<file path="src/rtl/intf_bank.sv">
// intf_bank: NUM_LANES single-bit lanes with indexed write/read and a fixed-value function query.
// Optional macro INTF_BANK_TOGGLE_CNT_EN adds the registered tog_cnt output.

module intf_bank_lane (
    input  logic clk,
    input  logic rst,
    input  logic we_i,
    input  logic wdata_i,
    output logic val_o
);
    logic val_q, val_d;

    always_comb begin
        val_d = val_q;
        if (we_i) val_d = wdata_i;
    end

    always_ff @(posedge clk) begin
        if (rst) val_q <= 1'b0;
        else     val_q <= val_d;
    end

    assign val_o = val_q;
endmodule

module intf_bank #(
    parameter logic [31:0] PARAM      = 32'd0,
    parameter int unsigned NUM_LANES  = 2,
    parameter int unsigned IDX_W      = 1,
    parameter logic [31:0] FUNC_VALUE = 32'd5
) (
    input  logic                 clk,
    input  logic                 rst,
    input  logic                 wr_en,
    input  logic [IDX_W-1:0]     wr_idx,
    input  logic                 wr_data,
    output logic                 wr_err,
    input  logic [IDX_W-1:0]     rd_idx,
    output logic                 rd_val,
    output logic                 rd_err,
    output logic [NUM_LANES-1:0] vals,
    output logic [31:0]          param_out,
    input  logic                 func_req,
    input  logic [IDX_W-1:0]     func_idx,
    output logic                 func_valid,
    output logic [31:0]          func_data
`ifdef INTF_BANK_TOGGLE_CNT_EN
    ,
    output logic [15:0]          tog_cnt
`endif
);
    typedef struct packed {
        logic        valid;
        logic [31:0] data;
    } func_rsp_t;

    logic                 wr_in_range, rd_in_range, func_in_range;
    logic [NUM_LANES-1:0] lane_we;
    logic                 wr_err_q, wr_err_d;
    func_rsp_t            rsp_q, rsp_d;

    assign wr_in_range   = 32'(wr_idx)   < NUM_LANES;
    assign rd_in_range   = 32'(rd_idx)   < NUM_LANES;
    assign func_in_range = 32'(func_idx) < NUM_LANES;

    // Per-lane decode; an out-of-range index simply matches no lane.
    genvar g;
    generate
        for (g = 0; g < NUM_LANES; g++) begin : g_lane
            assign lane_we[g] = wr_en && (wr_idx == IDX_W'(g));
            intf_bank_lane u_lane (
                .clk     (clk),
                .rst     (rst),
                .we_i    (lane_we[g]),
                .wdata_i (wr_data),
                .val_o   (vals[g])
            );
        end
    endgenerate

    // Read mux built as a match loop so no index can ever fall outside vals.
    always_comb begin
        rd_val = 1'b0;
        for (int i = 0; i < NUM_LANES; i++)
            if (rd_idx == IDX_W'(i)) rd_val = vals[i];
    end
    assign rd_err = !rd_in_range;

    always_comb begin
        wr_err_d = wr_en && !wr_in_range;
        rsp_d    = rsp_q;
        rsp_d.valid = func_req;
        if (func_req) rsp_d.data = func_in_range ? FUNC_VALUE : 32'd0;
    end

    always_ff @(posedge clk) begin
        if (rst) begin
            wr_err_q <= 1'b0;
            rsp_q    <= '0;
        end else begin
            wr_err_q <= wr_err_d;
            rsp_q    <= rsp_d;
        end
    end

    assign wr_err     = wr_err_q;
    assign func_valid = rsp_q.valid;
    assign func_data  = rsp_q.data;
    assign param_out  = PARAM;

`ifdef INTF_BANK_TOGGLE_CNT_EN
    logic        cur_wr_val;
    logic [15:0] tog_cnt_q, tog_cnt_d;

    always_comb begin
        cur_wr_val = 1'b0;
        for (int i = 0; i < NUM_LANES; i++)
            if (wr_idx == IDX_W'(i)) cur_wr_val = vals[i];
    end

    // Only real toggles count, and the counter sticks at all-ones.
    always_comb begin
        tog_cnt_d = tog_cnt_q;
        if (wr_en && wr_in_range && (wr_data != cur_wr_val) && (tog_cnt_q != 16'hFFFF))
            tog_cnt_d = tog_cnt_q + 16'd1;
    end

    always_ff @(posedge clk) begin
        if (rst) tog_cnt_q <= 16'd0;
        else     tog_cnt_q <= tog_cnt_d;
    end

    assign tog_cnt = tog_cnt_q;
`endif
endmodule

</file>
<file path="config.mk">
export PLATFORM = sky130hd
export DESIGN_NAME = intf_bank
export DESIGN_NICKNAME = d
export VERILOG_FILES = /design/src/rtl/intf_bank.sv
export SDC_FILE = /design/constraint.sdc
export NUM_CORES = 1
export LEC_CHECK = 0
export BUFFER_PORTS_ARGS = -buffer_cell sky130_fd_sc_hd__buf_2
export CORE_MARGIN = 2
export CORE_UTILIZATION = 30
export DETAILED_ROUTE_END_ITERATION = 10
export PLACE_DENSITY = 0.74
export SLEW_MARGIN = 0
export SYNTH_ARGS = -nofsm -noshare
export SYNTH_HDL_FRONTEND = slang
export SYNTH_SLANG_ARGS = --single-unit
</file>
<file path="constraint.sdc">
create_clock -name clk -period 1.2 [get_ports clk]
set_clock_uncertainty 0.2 [all_clocks]
set_input_delay 0.36 -clock clk [delete_from_list [all_inputs] [get_ports clk]]
set_output_delay 0.36 -clock clk [all_outputs]
set_load 0.01 [all_outputs]
</file>
== Word-level counts from Yosys, hierarchy flattened ==
Index checks and enable logic that the tools add are counted.

* Bits in registers: 4
* Input port bits: 8
* Output and inout port bits: 70
* Logic and storage cells: 8

* Mux-type cells: 1
* Bitwise gates (word level): 1
* Reduce and logical (&&, ||, !) cells: 2

{| class="wikitable"
|+ Operator list
! operator !! number
|-
| $logic_and 1x1->1 || 2
|-
| $mux 1 || 1
|-
| $not 1->1 || 1
|}

== Longest topological paths before layout ==
* Word-level depth: 2
* Gate-level depth with buffers: 2
* Gate-level depth less buffers: 2

== Hierarchy ==
Synthesis repeated with hierarchy kept, for this count alone.

* Cell total of the unflattened synthesis: 79
* Area total of the unflattened synthesis: 643.1 sq um

{| class="wikitable"
|+ Modules (own cells, without submodules)
! module !! instances !! cells an instance !! area an instance (sq um) !! sequential area each (sq um)
|-
| intf_bank || 1 || 73 || 575.6 || 40.0
|-
| intf_bank_lane || 2 || 3 || 33.8 || 20.0
|}

== Least setup slack after synthesis ==
No wires, ideal clock.

* Path type: input port to output port
* Start: in rd_idx
* End: out rd_val
* Arrival time: 698 ps
* Required time: 640 ps
* Setup slack: -58 ps
* Stages: 1
* Path buffers: 0
* Cells stage by stage: mux2_1

* Cells in the longest elaborated chain, start to end: 1

{| class="wikitable"
|+ RTL lines
! element !! line !! RTL
|-
| start: declaration || 38 || <nowiki>input logic [IDX_W-1:0] rd_idx,</nowiki>
|-
| $mux 1 || 85 || <nowiki>if (rd_idx == IDX_W'(i)) rd_val = vals[i];</nowiki>
|-
| end: declaration || 39 || <nowiki>output logic rd_val,</nowiki>
|}

Every way passes these cells.

== Worst setup path after layout ==
* Start: reg g_lane[0].u_lane.val_q
* End: out rd_val

* Cells in the longest elaborated chain, start to end: 1

{| class="wikitable"
|+ RTL lines
! element !! line !! RTL
|-
| start: declaration || 11 || <nowiki>logic val_q, val_d;</nowiki>
|-
| start signal: assignment || 20 || <nowiki>else val_q <= val_d;</nowiki>
|-
| $mux 1 || 85 ||
|}

Every way passes these cells.

==> flow_metrics.tcl <==
set metrics [dict create \
    period_minus_slack_ps 1501 \
    cts_tree "built" \
    ir_drop_uv 299.8 \
    start_util_pct 30.93 \
    portBuffers 12 \
    fp.dieH_microns 51.06 \
    yosysTopAreaCellShare_pct 75.71 \
    final-hold-violation-count 0 \
    r2r_end "g_lane[1].u_lane.val_o" \
    synth_cell_types 12 \
    synth_common_cells "buf_4 (67), dfxtp_1 (4), nor2_1 (2), nor2b_1 (2)" \
    final_util_pct 27.20 \
    arrival_ps 940 \
    synth_area_leader_cell "buf_4" \
    maxCapViolCount 0 \
    cts_buffers 3 \
    fmax_mhz 666.0 \
    crit_path_max_fanout 2 \
    antennaDiodeCount 0 \
    synth_flop_cell "dfxtp_1" \
    reg2reg_depth 3 \
    end_kind "primary output" \
    criticalPathCategory "reg -> out" \
    critical_path_required_ps 640 \
    leakage_nw 0.3597 \
    cts.sinks 4 \
    setup_viol 6 \
    wirelength_microns 758 \
    hp-class "in -> reg" \
    clkPwrFrac_pct 35.3 \
    grt_remaining_overflow 0 \
    internal-power_w 0.0002970 \
    p_per_area_nw_per_um2 813.8 \
    core-area_sq_um 2148 \
    drt_first_iter_violations 4 \
    antenna_found_initial 0 \
    hold_slack_ps 124.0 \
    syn_area_sq_um 664.4 \
    grt_pass1_vias 209 \
    cts_max_level 1 \
    viasPerCell 2.736 \
    rows 17 \
    slew_viol_final 0 \
    synth_most_common_cell "buf_4" \
    cts.root.buffer_cell "clkbuf_4" \
    fin_crit_sh_pct 125.1 \
    switchingPower_w 0.0001785 \
    dr.pass1.iters 4 \
    async_flop_share_pct 0 \
    ys_seq_area_share_pct 12.05 \
    nNetsFinal 107 \
    vias 342 \
    syn_inst 83 \
    cp-endpoint "rd_val" \
    r2r_start "g_lane[1].u_lane.val_o" \
    p_comb_share_pct 33.7 \
    synth_seq_cells 4 \
    status "finished, violations left" \
    synth.avg_cell_area_sq_um 8.005 \
    power_w 0.0004755 \
    fin_ws_ps -301.5 \
    startpoint "g_lane[0].u_lane.val_o" \
    hpwlAfterDp_microns 665.1 \
    drive_gt1_share_pct 23.71 \
    cp-start-kind "flop" \
    yosysWarnings 0 \
    synth_area_leaders "buf_4 (76%), dfxtp_1 (12%), nor2b_1 (1.9%)" \
    power_frac_seq_pct 31.0 \
    grt_pass1_wl_microns 814 \
    drcViolationCount 0 \
    routedWlPerCell_microns 6.064 \
    r2r_slack_ps 170 \
    switching_share_pct 37.54 \
    synth_edf_count 0 \
    clkLatencyLatePin_ps 240 \
    rsz0062_at_grt "true" \
    die_area_sq_um 2607 \
    ant_nets 0 \
    path_clk_slew_ps 40 \
    grt_max_degree 6 \
    die_w_microns 51.06 \
    syn2layout_area_growth_pct -12.05 \
    ioPinCount 78 \
    grtUsageTotal_pct 4.648 \
    violations "negative setup slack" \
    cts_buffer_depth 2 \
    gp_congestion 0.5981 \
]
==> critical path, stage by stage, from the launching register on <==
cell	delay, ps
dfxtp_2	310
mux2_4	270
buf_6	120
==> layer usage <==
| metal | GRT usage [%] | up-vias | share of wire [%] |
|---|---|---|---|
| met5 | 0 | - | 0 |
| met4 | 5.405 | 0 | 2.6 |
| met3 | 1.462 | 3 | 20 |
| met2 | 9.524 | 38 | 55 |
| met1 | 2.646 | 149 | 22 |
| li1 | - | 152 | - |
==> area by class of cell <==
class	instances	area (sq um)
fill	241	1564
multi-input combinational	75	321.6
timing repair buffer	15	121.4
sequential	4	83.83
tap	28	35.03
clock buffer	3	22.52
==> cells by family (layout without fill, tap and decap cells) <==
kind of cell           Yosys count  after routing  synth area share (%)
AO/OA/AOI/OAI                    3              3                 3.578
buffers and inverters           67             18                 75.71
flip-flops                       4              4                 12.05
multiplexers                     1              1                 1.695
other                            1             64                0.5644
AND/OR/NAND/NOR                  7              7                 6.403
==> through the flow <==
step / cells / setup WS, ps / TNS [ps] / area (sq um)
final: 125 / -301.5 / -782.7 / 584.3
after floorplan: 146 / -12.76 / -12.76 / 904.6
after CTS: 125 / -305.9 / -826.5 / 584.3
after detailed placement: 121 / -258.1 / -258.1 / 511.7
after global placement: 121 / -241.9 / -241.9 / 511.7
after global routing: 125 / -317.6 / -897.5 / 584.3
==> sequential cells by signal, indices dropped and copies added, names as in the netlist <==
register / flops
func_data: 1
func_valid: 1
g_lane.u_lane.val_o: 2
==> worst min-delay path by stage <==
| stage | start | to | slack, ps | depth (start not counted) |
|---|---|---|---|---|
| floorplan | rst | g_lane[1].u_lane.val_o | 220 | 1 |
| global placement | func_data[0] | func_data[0] | 260 | 2 |
| detailed placement | func_data[0] | func_data[0] | 280 | 2 |
| CTS | rst | g_lane[1].u_lane.val_o | 120 | 2 |
| global route | rst | g_lane[1].u_lane.val_o | 130 | 2 |
| finish | rst | g_lane[1].u_lane.val_o | 120 | 2 |
==> cells in the final DEF (no fill, tap or decap), types with 2 or more instances in the layout <==
| cell type | synthesis | routed |
|---|---|---|
| nor2b_1 | 2 | 2 |
| nor2_1 | 2 | 2 |
| buf_2 | 0 | 7 |
| conb_1 | 1 | 64 |
| clkbuf_4 | 0 | 3 |
| dfxtp_2 | 0 | 3 |
| buf_6 | 0 | 7 |
==> power groups by stage <==
stage | clock, W | sequential (W) | combinational [W]
2_1_floorplan | 0 | 0.000149 | 0.000267
3_3_place_gp | 0 | 0.000146 | 0.000138
3_5_place_dp | 0 | 0.000147 | 0.000140
4_1_cts | 0.000176 | 0.000147 | 0.000156
5_1_grt | 0.000179 | 0.000148 | 0.000177
6_report | 0.000168 | 0.000147 | 0.000160
==> repair_timing <==
action / 4_1_cts / 5_1_grt
endpoints found under the setup margin: 6 / 6
hold buffers: 0 / 0
resized for setup: 10 / 2
setup buffers: 1 / 2
hold endpoints to repair: 0 / 0
No activity file was read; power rests on OpenSTA's default activity.
